File: src/rtl/pe_dbuf_mac_if.sv
// Handshake/data bundle between a PE and its neighbours: activation, partial sum, weight chain, mode control.
// master drives the PE inputs; slave is the PE side.
interface pe_dbuf_mac_if #(
    parameter int DATA_W     = 8,
    parameter int DATA_W_OUT = 32
);
    logic                         valid_in;
    logic signed [DATA_W-1:0]     in_act;
    logic signed [DATA_W_OUT-1:0] in_psum;
    logic signed [DATA_W-1:0]     w_in_down;
    logic signed [DATA_W-1:0]     w_in_left;
    logic                         load_w;
    logic                         transpose_en;
    logic                         w_swap;
    logic                         acc_mode;
    logic                         acc_flush;
    logic signed [DATA_W-1:0]     out_act;
    logic signed [DATA_W_OUT-1:0] out_psum;
    logic signed [DATA_W-1:0]     w_out_up;
    logic signed [DATA_W-1:0]     w_out_right;
    logic                         valid_out;
    logic                         sat_flag;

    modport master (
        output valid_in, in_act, in_psum, w_in_down, w_in_left, load_w,
               transpose_en, w_swap, acc_mode, acc_flush,
        input  out_act, out_psum, w_out_up, w_out_right, valid_out, sat_flag
    );

    modport slave (
        input  valid_in, in_act, in_psum, w_in_down, w_in_left, load_w,
               transpose_en, w_swap, acc_mode, acc_flush,
        output out_act, out_psum, w_out_up, w_out_right, valid_out, sat_flag
    );
endinterface

File: src/rtl/pe_dbuf_mac.sv
// Systolic PE: double-buffered weight, signed MAC with optional saturation, pass-down or local-accumulate mode.
// Latency: 1 cycle from valid_in to out_act/out_psum/valid_out; weight chain advances one hop per cycle.
// Backpressure: none; valid_in accepted every cycle.
module pe_dbuf_mac #(
    parameter int DATA_W     = 8,
    parameter int DATA_W_OUT = 32,
    parameter bit SAT_EN     = 1'b1
) (
    input logic          clk,
    input logic          rst,
    pe_dbuf_mac_if.slave pe
);
    localparam int PROD_W = 2 * DATA_W;
    localparam int SUM_W  = DATA_W_OUT + 1;
    localparam logic signed [DATA_W_OUT-1:0] PSUM_MAX = {1'b0, {(DATA_W_OUT-1){1'b1}}};
    localparam logic signed [DATA_W_OUT-1:0] PSUM_MIN = {1'b1, {(DATA_W_OUT-1){1'b0}}};

    logic signed [DATA_W-1:0]     w_shadow_q, w_shadow_d;
    logic signed [DATA_W-1:0]     w_active_q, w_active_d;
    logic signed [DATA_W_OUT-1:0] acc_q, acc_d;
    logic signed [DATA_W_OUT-1:0] out_psum_q, out_psum_d;
    logic signed [DATA_W-1:0]     out_act_q, out_act_d;
    logic                         valid_q, valid_d;
    logic                         sat_q, sat_d;

    logic signed [PROD_W-1:0]     prod;
    logic signed [DATA_W_OUT-1:0] prod_ext;
    logic signed [DATA_W_OUT-1:0] addend;
    logic signed [SUM_W-1:0]      sum_wide;
    logic signed [DATA_W_OUT-1:0] sum_val;
    logic                         sum_ovf;
    logic                         sum_sat;

    // One extra bit of headroom: overflow shows up as the top two bits disagreeing.
    assign prod     = PROD_W'(w_active_q) * PROD_W'(pe.in_act);
    assign prod_ext = DATA_W_OUT'(prod);
    assign addend   = pe.acc_mode ? acc_q : pe.in_psum;
    assign sum_wide = SUM_W'(addend) + SUM_W'(prod_ext);
    assign sum_ovf  = sum_wide[SUM_W-1] ^ sum_wide[SUM_W-2];

    always_comb begin
        sum_val = sum_wide[DATA_W_OUT-1:0];
        sum_sat = 1'b0;
        if (SAT_EN && sum_ovf) begin
            sum_val = sum_wide[SUM_W-1] ? PSUM_MIN : PSUM_MAX;
            sum_sat = 1'b1;
        end
    end

    always_comb begin
        w_shadow_d = pe.load_w ? (pe.transpose_en ? pe.w_in_left : pe.w_in_down) : w_shadow_q;
        // Swap reads the pre-edge shadow, so a same-cycle load lands only in the shadow.
        w_active_d = pe.w_swap ? w_shadow_q : w_active_q;
        acc_d      = acc_q;
        out_psum_d = out_psum_q;
        out_act_d  = out_act_q;
        valid_d    = 1'b0;
        sat_d      = sat_q;

        if (!pe.acc_mode) begin
            if (pe.valid_in) begin
                out_psum_d = sum_val;
                sat_d      = sum_sat;
                out_act_d  = pe.in_act;
                valid_d    = 1'b1;
            end
        end else begin
            if (pe.valid_in) begin
                acc_d     = sum_val;
                out_act_d = pe.in_act;
            end
            if (pe.acc_flush) begin
                out_psum_d = pe.valid_in ? sum_val : acc_q;
                sat_d      = pe.valid_in & sum_sat;
                acc_d      = '0;
                valid_d    = 1'b1;
            end
        end
    end

    always_ff @(posedge clk) begin
        if (rst) begin
            w_shadow_q <= '0;
            w_active_q <= '0;
            acc_q      <= '0;
            out_psum_q <= '0;
            out_act_q  <= '0;
            valid_q    <= 1'b0;
            sat_q      <= 1'b0;
        end else begin
            w_shadow_q <= w_shadow_d;
            w_active_q <= w_active_d;
            acc_q      <= acc_d;
            out_psum_q <= out_psum_d;
            out_act_q  <= out_act_d;
            valid_q    <= valid_d;
            sat_q      <= sat_d;
        end
    end

    assign pe.out_act     = out_act_q;
    assign pe.out_psum    = out_psum_q;
    assign pe.w_out_up    = w_shadow_q;
    assign pe.w_out_right = w_shadow_q;
    assign pe.valid_out   = valid_q;
    assign pe.sat_flag    = sat_q;
endmodule

File: src/flat_wrapper.sv
// flat-port wrapper written by rule: the top's interface ports become plain ports
module pe_dbuf_mac_flat 
#(
    parameter int DATA_W     = 8,
    parameter int DATA_W_OUT = 32,
    parameter bit SAT_EN     = 1'b1
)
  (clk, rst, pe_valid_in, pe_in_act, pe_in_psum, pe_w_in_down, pe_w_in_left, pe_load_w, pe_transpose_en, pe_w_swap, pe_acc_mode, pe_acc_flush, pe_out_act, pe_out_psum, pe_w_out_up, pe_w_out_right, pe_valid_out, pe_sat_flag);
  pe_dbuf_mac_if #(.DATA_W(DATA_W), .DATA_W_OUT(DATA_W_OUT)) pe_i ();
  input logic clk;
  input logic rst;
  input wire logic [$bits(pe_i.valid_in)-1:0] pe_valid_in;
  input wire logic [$bits(pe_i.in_act)-1:0] pe_in_act;
  input wire logic [$bits(pe_i.in_psum)-1:0] pe_in_psum;
  input wire logic [$bits(pe_i.w_in_down)-1:0] pe_w_in_down;
  input wire logic [$bits(pe_i.w_in_left)-1:0] pe_w_in_left;
  input wire logic [$bits(pe_i.load_w)-1:0] pe_load_w;
  input wire logic [$bits(pe_i.transpose_en)-1:0] pe_transpose_en;
  input wire logic [$bits(pe_i.w_swap)-1:0] pe_w_swap;
  input wire logic [$bits(pe_i.acc_mode)-1:0] pe_acc_mode;
  input wire logic [$bits(pe_i.acc_flush)-1:0] pe_acc_flush;
  output wire logic [$bits(pe_i.out_act)-1:0] pe_out_act;
  output wire logic [$bits(pe_i.out_psum)-1:0] pe_out_psum;
  output wire logic [$bits(pe_i.w_out_up)-1:0] pe_w_out_up;
  output wire logic [$bits(pe_i.w_out_right)-1:0] pe_w_out_right;
  output wire logic [$bits(pe_i.valid_out)-1:0] pe_valid_out;
  output wire logic [$bits(pe_i.sat_flag)-1:0] pe_sat_flag;
  assign pe_i.valid_in = pe_valid_in;
  assign pe_i.in_act = pe_in_act;
  assign pe_i.in_psum = pe_in_psum;
  assign pe_i.w_in_down = pe_w_in_down;
  assign pe_i.w_in_left = pe_w_in_left;
  assign pe_i.load_w = pe_load_w;
  assign pe_i.transpose_en = pe_transpose_en;
  assign pe_i.w_swap = pe_w_swap;
  assign pe_i.acc_mode = pe_acc_mode;
  assign pe_i.acc_flush = pe_acc_flush;
  assign pe_out_act = pe_i.out_act;
  assign pe_out_psum = pe_i.out_psum;
  assign pe_w_out_up = pe_i.w_out_up;
  assign pe_w_out_right = pe_i.w_out_right;
  assign pe_valid_out = pe_i.valid_out;
  assign pe_sat_flag = pe_i.sat_flag;
  pe_dbuf_mac #(.DATA_W(DATA_W), .DATA_W_OUT(DATA_W_OUT), .SAT_EN(SAT_EN)) u_core (.clk(clk), .rst(rst), .pe(pe_i));
endmodule
File: config.mk
export PLATFORM = sky130hd
export DESIGN_NAME = pe_dbuf_mac_flat
export DESIGN_NICKNAME = d
export VERILOG_FILES = /design/src/rtl/pe_dbuf_mac_if.sv /design/src/rtl/pe_dbuf_mac.sv /design/src/flat_wrapper.sv
export SDC_FILE = /design/constraint.sdc
export NUM_CORES = 1
export LEC_CHECK = 0
export ABC_AREA = 1
export CELL_PAD_IN_SITES_DETAIL_PLACEMENT = 0
export CELL_PAD_IN_SITES_GLOBAL_PLACEMENT = 2
export CORE_MARGIN = 2
export CORE_UTILIZATION = 35
export CTS_CLUSTER_SIZE = 12
export DETAILED_ROUTE_END_ITERATION = 8
export HOLD_SLACK_MARGIN = 0.08
export PLACE_DENSITY_LB_ADDON = 0.25
export SLEW_MARGIN = 10
export SYNTH_ARGS = -nofsm -noshare
export SYNTH_HDL_FRONTEND = slang
export SYNTH_SLANG_ARGS = --single-unit
File: constraint.sdc
create_clock -name clk -period 11.35 [get_ports clk]
set_input_delay 2.27 -clock clk [delete_from_list [all_inputs] [get_ports clk]]
set_output_delay 2.27 -clock clk [all_outputs]
set_load 0.1 [all_outputs]
-- Yosys cells after proc, flatten, opt, wreduce, memory -nomap -nowiden
Index checks and enable logic that the tools add are counted.
- flip-flop bits (word level): 90
- logic and storage cells: 30
- eq/ne operators: 1
- reduce and logical (&&, ||, !) cells: 2
- multiplexer cells: 16
- multipliers: 1
- bitwise gates (word level): 2
- add/sub/neg operators: 1
- operator list (operator ; count):
    two-way mux 32 bit ; 8
    adder 32 x 16 -> 33 bit ; 1
    multiplier 8 x 8 -> 16 bit ; 1
    two-way mux 8 bit ; 1
    two-way mux 1 bit ; 7
    inequality test 2 x 1 -> 1 bit (second input constant) ; 1
    AND reduction 2 bit ; 1
    nonzero test 2 bit ; 1
    AND 1 bit ; 1
    XOR 1 bit ; 1

-- Longest topological paths before layout
- word-level depth: 7
- depth in mapped cells: 29

-- Least setup slack after synthesis
Ideal clock, no wire load.
- path type: input -> register
- start: input pe_in_act[0]
- end: register u_core.acc_q[3]
- buffers on the path: 2
- required time: 11.218 ns
- path slack: 3.540 ns
- data arrival time: 7.678 ns
- stages on the path: 22
- path through: clkbuf_1 -> nand2_1 -> fa_1 -> inv_1 -> fa_1 -> fa_1 -> fa_1 -> fa_1 -> ha_1 -> a21oi_2 -> nand2_2 -> nand3_1 -> nand3_2 -> nand2_2 -> nand3_2 -> nand2_4 -> inv_4 -> nand2_8 -> buf_6 -> nand3_2 -> nand3_1 -> a21oi_1
- word-level cells in the longest chain between the ends: 6
- elaborated cells between the ends (all ways): 7
- ends and longest elaborated chain (element ; line ; source):
    start: declaration ; flat_wrapper.sv:13 ; input wire logic [$bits(pe_i.in_act)-1:0] pe_in_act;
    multiplier 8 x 8 -> 16 bit (*) ; pe_dbuf_mac.sv:35 ; assign prod = PROD_W'(w_active_q) * PROD_W'(pe.in_act);
    adder 32 x 16 -> 33 bit (*) ; pe_dbuf_mac.sv:38 ; assign sum_wide = SUM_W'(addend) + SUM_W'(prod_ext);
    two-way mux 32 bit / XOR 1 bit (equally long branches) ; pe_dbuf_mac.sv:45, pe_dbuf_mac.sv:39 ;
    two-way mux 32 bit (*) ; pe_dbuf_mac.sv:44 ; if (SAT_EN && sum_ovf) begin
    two-way mux 32 bit (*) ; n/a ;
    two-way mux 32 bit (*) ; pe_dbuf_mac.sv:72 ; if (pe.acc_flush) begin
    end signal: assignment ; pe_dbuf_mac.sv:85 ; acc_q <= '0;
    end signal: assignment ; pe_dbuf_mac.sv:93 ; acc_q <= acc_d;
    end: declaration ; pe_dbuf_mac.sv:20 ; logic signed [DATA_W_OUT-1:0] acc_q, acc_d;
Every way passes the cells marked *; elsewhere a longest branch is shown, timed or not.
A chain may end at the register's enable or synchronous reset.

-- Worst setup path in the final report
- start: input pe_in_act[2]
- end: register u_core.acc_q[15]
Same word-level chain as after synthesis.

==> flow_metrics.env <==
export IMPL_syn_area_um2=11040
export IMPL_worst_path_buf_inv=3
export IMPL_yosys_most_used_dff="dfxtp_1"
export IMPL_core_area_um2=31310
export IMPL_fmax_mhz=119.5
export IMPL_synth_seq_cells=90
export IMPL_cts_hold_buf=0
export IMPL_p_switching_uw=2477
export IMPL_synth_most_common_cell="nand2_1"
export IMPL_cts_sinks=90
export IMPL_grt_pass1_wl_mm=54.88
export IMPL_synth_area_top_cells="fa_1 (25%), dfxtp_1 (16%), nand2_1 (13%)"
export IMPL_dp_cells=1969
export IMPL_synthTopCellsByCount="nand2_1 (384), inv_1 (249), fa_1 (140), a21oi_1 (121), nand3_1 (101)"
export IMPL_worstSetupPathType="input port to flip-flop"
export IMPL_rsz0062_at_grt="no"
export IMPL_r2r_cells=21
export IMPL_grt_overflow_total=0
export IMPL_hold_depth=2
export IMPL_cts_tree="built"
export IMPL_fin_crit_ps=8372
export IMPL_synth_xor_area_share=0.01666
export IMPL_cp_slowest_cell="fa_1"
export IMPL_synth_cell_types=32
export IMPL_htreeDepth=3
export IMPL_avgSynthCellArea_um2=7.292
export IMPL_p_clk_frac=0.076
export IMPL_async_reset_ff_frac=0
export IMPL_p_comb_frac=0.815
export IMPL_firstDrtPassIters=5
export IMPL_initial_core_util=0.3526
export IMPL_slew_viol_final=0
export IMPL_root_buffer="clkbuf_16"
export IMPL_finalHoldViolCount=0
export IMPL_ant_nets=0
export IMPL_crit_fanout=63
export IMPL_cp_start_kind="input port"
export IMPL_yosys_warnings=0
export IMPL_synth_top_family_by_area="adder cells"
export IMPL_worstMarginPinSlew_ps=1062
export IMPL_n_fill_cell=3365
export IMPL_arrival_ps=8590
export IMPL_cts_made_buffers=9
export IMPL_power_density_nw_per_um2=317.7
export IMPL_dieArea_um2=32980
export IMPL_synth_edf_count=0
export IMPL_io_pins=122
export IMPL_dp_hpwl_mm=26.41
export IMPL_antenna_cells=0
export IMPL_utilization=0.4064
export IMPL_synth_adder_area_share=0.3354
export IMPL_cts_setup_buffers=0
export IMPL_regToRegSetupSlack_ps=5040
export IMPL_status="completed"
export IMPL_irDropWorstVdd_v=0.0001597
export IMPL_placed_area_um2=12430
export IMPL_cp_depth=22
export IMPL_netlist_top_cell_by_area="fa_1"
export IMPL_syn_nets=1790
export IMPL_grtUsageTotal=0.2130
export IMPL_grt_pass1_vias=9957
export IMPL_final_nets=1854
export IMPL_gp_congestion=0.8437
export IMPL_rows=65
export IMPL_synth_compound_area_frac=0.1092
export IMPL_detail_route_iter0_violations=502
export IMPL_drc=0
export IMPL_fin_worst_skew_ps=10.72
export IMPL_hold_path_class="flip-flop to flip-flop"
export IMPL_finalCritPeriodShare=0.7376
export IMPL_required_ps=11570
export IMPL_fin_area_um2=12720
export IMPL_post_cts_resized=0
export IMPL_die_w_um=181.6
export IMPL_crit_family="adder cells"
export IMPL_yosysTopAreaCellShare=0.2539
export IMPL_finalSetupTns_ps=0
export IMPL_drive_above_1_share=0.05882
export IMPL_end_kind="flip-flop"
export IMPL_syn_inst=1514
export IMPL_drv_cap=0
export IMPL_seqPwrFrac=0.109
export IMPL_yosysSeqAreaShare=0.1632
export IMPL_max_slew_margin_rel=0.2915
export IMPL_crit_top_cell="nand2_1"
export IMPL_wl_mm=33.75
export IMPL_clk_path_buf_depth=2
export IMPL_avgRoutedWirePerCell_um=17.02
export IMPL_p_int_uw=1565
export IMPL_path_clk_slew_ps=70
export IMPL_fin_cells=1983
export IMPL_antenna_found_initial=0
export IMPL_clk_latency_ps=350
export IMPL_synthSimpleGateAreaFrac=0.2501
export IMPL_io_buffers=121
export IMPL_grt_max_degree=68
export IMPL_synth_area_mux_share=0
export IMPL_max_stage_delay_ps=800
export IMPL_power_leakage_uw=0.006463
export IMPL_vias=9645
export IMPL_switching_share=0.6128
export IMPL_viasPerCell=4.864
export IMPL_areaGrowthSynthToFinish_pct=15.24
export IMPL_setup_violations_final=0
export IMPL_fp_dieH_um=181.6
export IMPL_path_cells="clkdlybuf4s50_1 > nand2_1 > fa_1 > fa_1 > inv_1 > fa_1 > fa_1 > ha_1 > ha_1 > nand2_1 > nor2_1 > nand2_1 > nor2_1 > nand2_1 > nand2_1 > nand2_2 > nand2_4 > inv_4 > nand2_8 > nand3_1 > nand3_1 > a21oi_1"
[path summary, 6_finish.rpt]
kind | from | endpoint
min | u_core.acc_q[3] | u_core.acc_q[3]
max | pe_in_act[2] | u_core.acc_q[15]
min reg2reg | u_core.acc_q[3] | u_core.acc_q[3]
max reg2reg | u_core.w_active_q[7] | u_core.acc_q[15]
[final cells by class]
| type | instances | area (µm²) | area share |
|---|---|---|---|
| repair buffers | 132 | 1284 | 0.1009 |
| flip-flops and latches | 90 | 1802 | 0.1416 |
| clock buffers | 11 | 252.7 | 0.01986 |
| clock inverters | 3 | 40.04 | 0.003147 |
| well taps | 402 | 503.0 | 0.03953 |
| inverters | 260 | 980.9 | 0.07710 |
| multi-input cells | 1085 | 7861 | 0.6179 |
[cells in the final DEF (no fill, tap or decap), types with 3 or more instances in the layout]
cell type,Yosys,layout
ha_1,72,72
buf_4,8,11
nor2_1,78,78
inv_2,8,9
nand3_1,101,101
fa_1,140,140
a21oi_2,5,6
nand3_2,32,32
clkbuf_16,0,9
o21ai_0,86,86
xnor2_1,5,5
nand2_2,11,12
nand2_4,3,3
nand4_1,8,8
clkdlybuf4s50_1,0,119
inv_1,249,248
a21oi_1,121,120
xor2_1,16,16
nand2_1,384,383
dfxtp_1,90,90
o21bai_1,7,7
o211ai_1,8,8
[flip-flops by register name, indices dropped and copies added, names as in the netlist]
register	cells
u_core.pe.w_out_right	8
u_core.pe.valid_out	1
u_core.acc_q	32
u_core.pe.out_psum	32
u_core.pe.out_act	8
u_core.pe.sat_flag	1
u_core.w_active_q	8
[cell families (layout without fill, tap and decap cells)]
| logic type | count (synthesis) | in the layout |
|---|---|---|
| flip-flops | 90 | 90 |
| AO/OA/AOI/OAI | 229 | 229 |
| AND/OR/NAND/NOR | 623 | 623 |
| XOR/XNOR | 21 | 21 |
| buffers and inverters | 339 | 406 |
| adder cells (fa/ha/maj) | 212 | 212 |
[stage by stage]
stage	hold slack [ps]	total power, µW	setup slack, ps
4_1_cts	466.1	4100	2896
6_report	464.6	4042	2978
3_5_place_dp	455.6	3765	2521
5_1_grt	485.9	4461	2465
3_3_place_gp	451.5	3772	2590
2_1_floorplan	445.3	3029	3540
[tightest hold or removal path, delay by kind of cell, from the launching register on]
kind | cells | cell delay (ps)
AOI/OAI and AO/OA | 1 | 50
DFF | 1 | 310
and+or+nand+nor | 1 | 60
[layer usage]
layer	vias to the layer above	global-route usage	wire length, µm
met5	-	0	0
met4	0	0.04033	556
met3	21	0.02667	1162
met2	184	0.3727	16520
met1	4618	0.2840	15510
li1	4822	-	-
[power groups by stage]
stage               sequential (µW)  clock, µW  combinational (µW)
floorplan                       788          0                2240
global placement                447          0                3320
detailed placement              446          0                3320
CTS                             440        318                3340
global route                    448        328                3690
finish                          440        308                3290
Power figures use the tool's default switching activity.
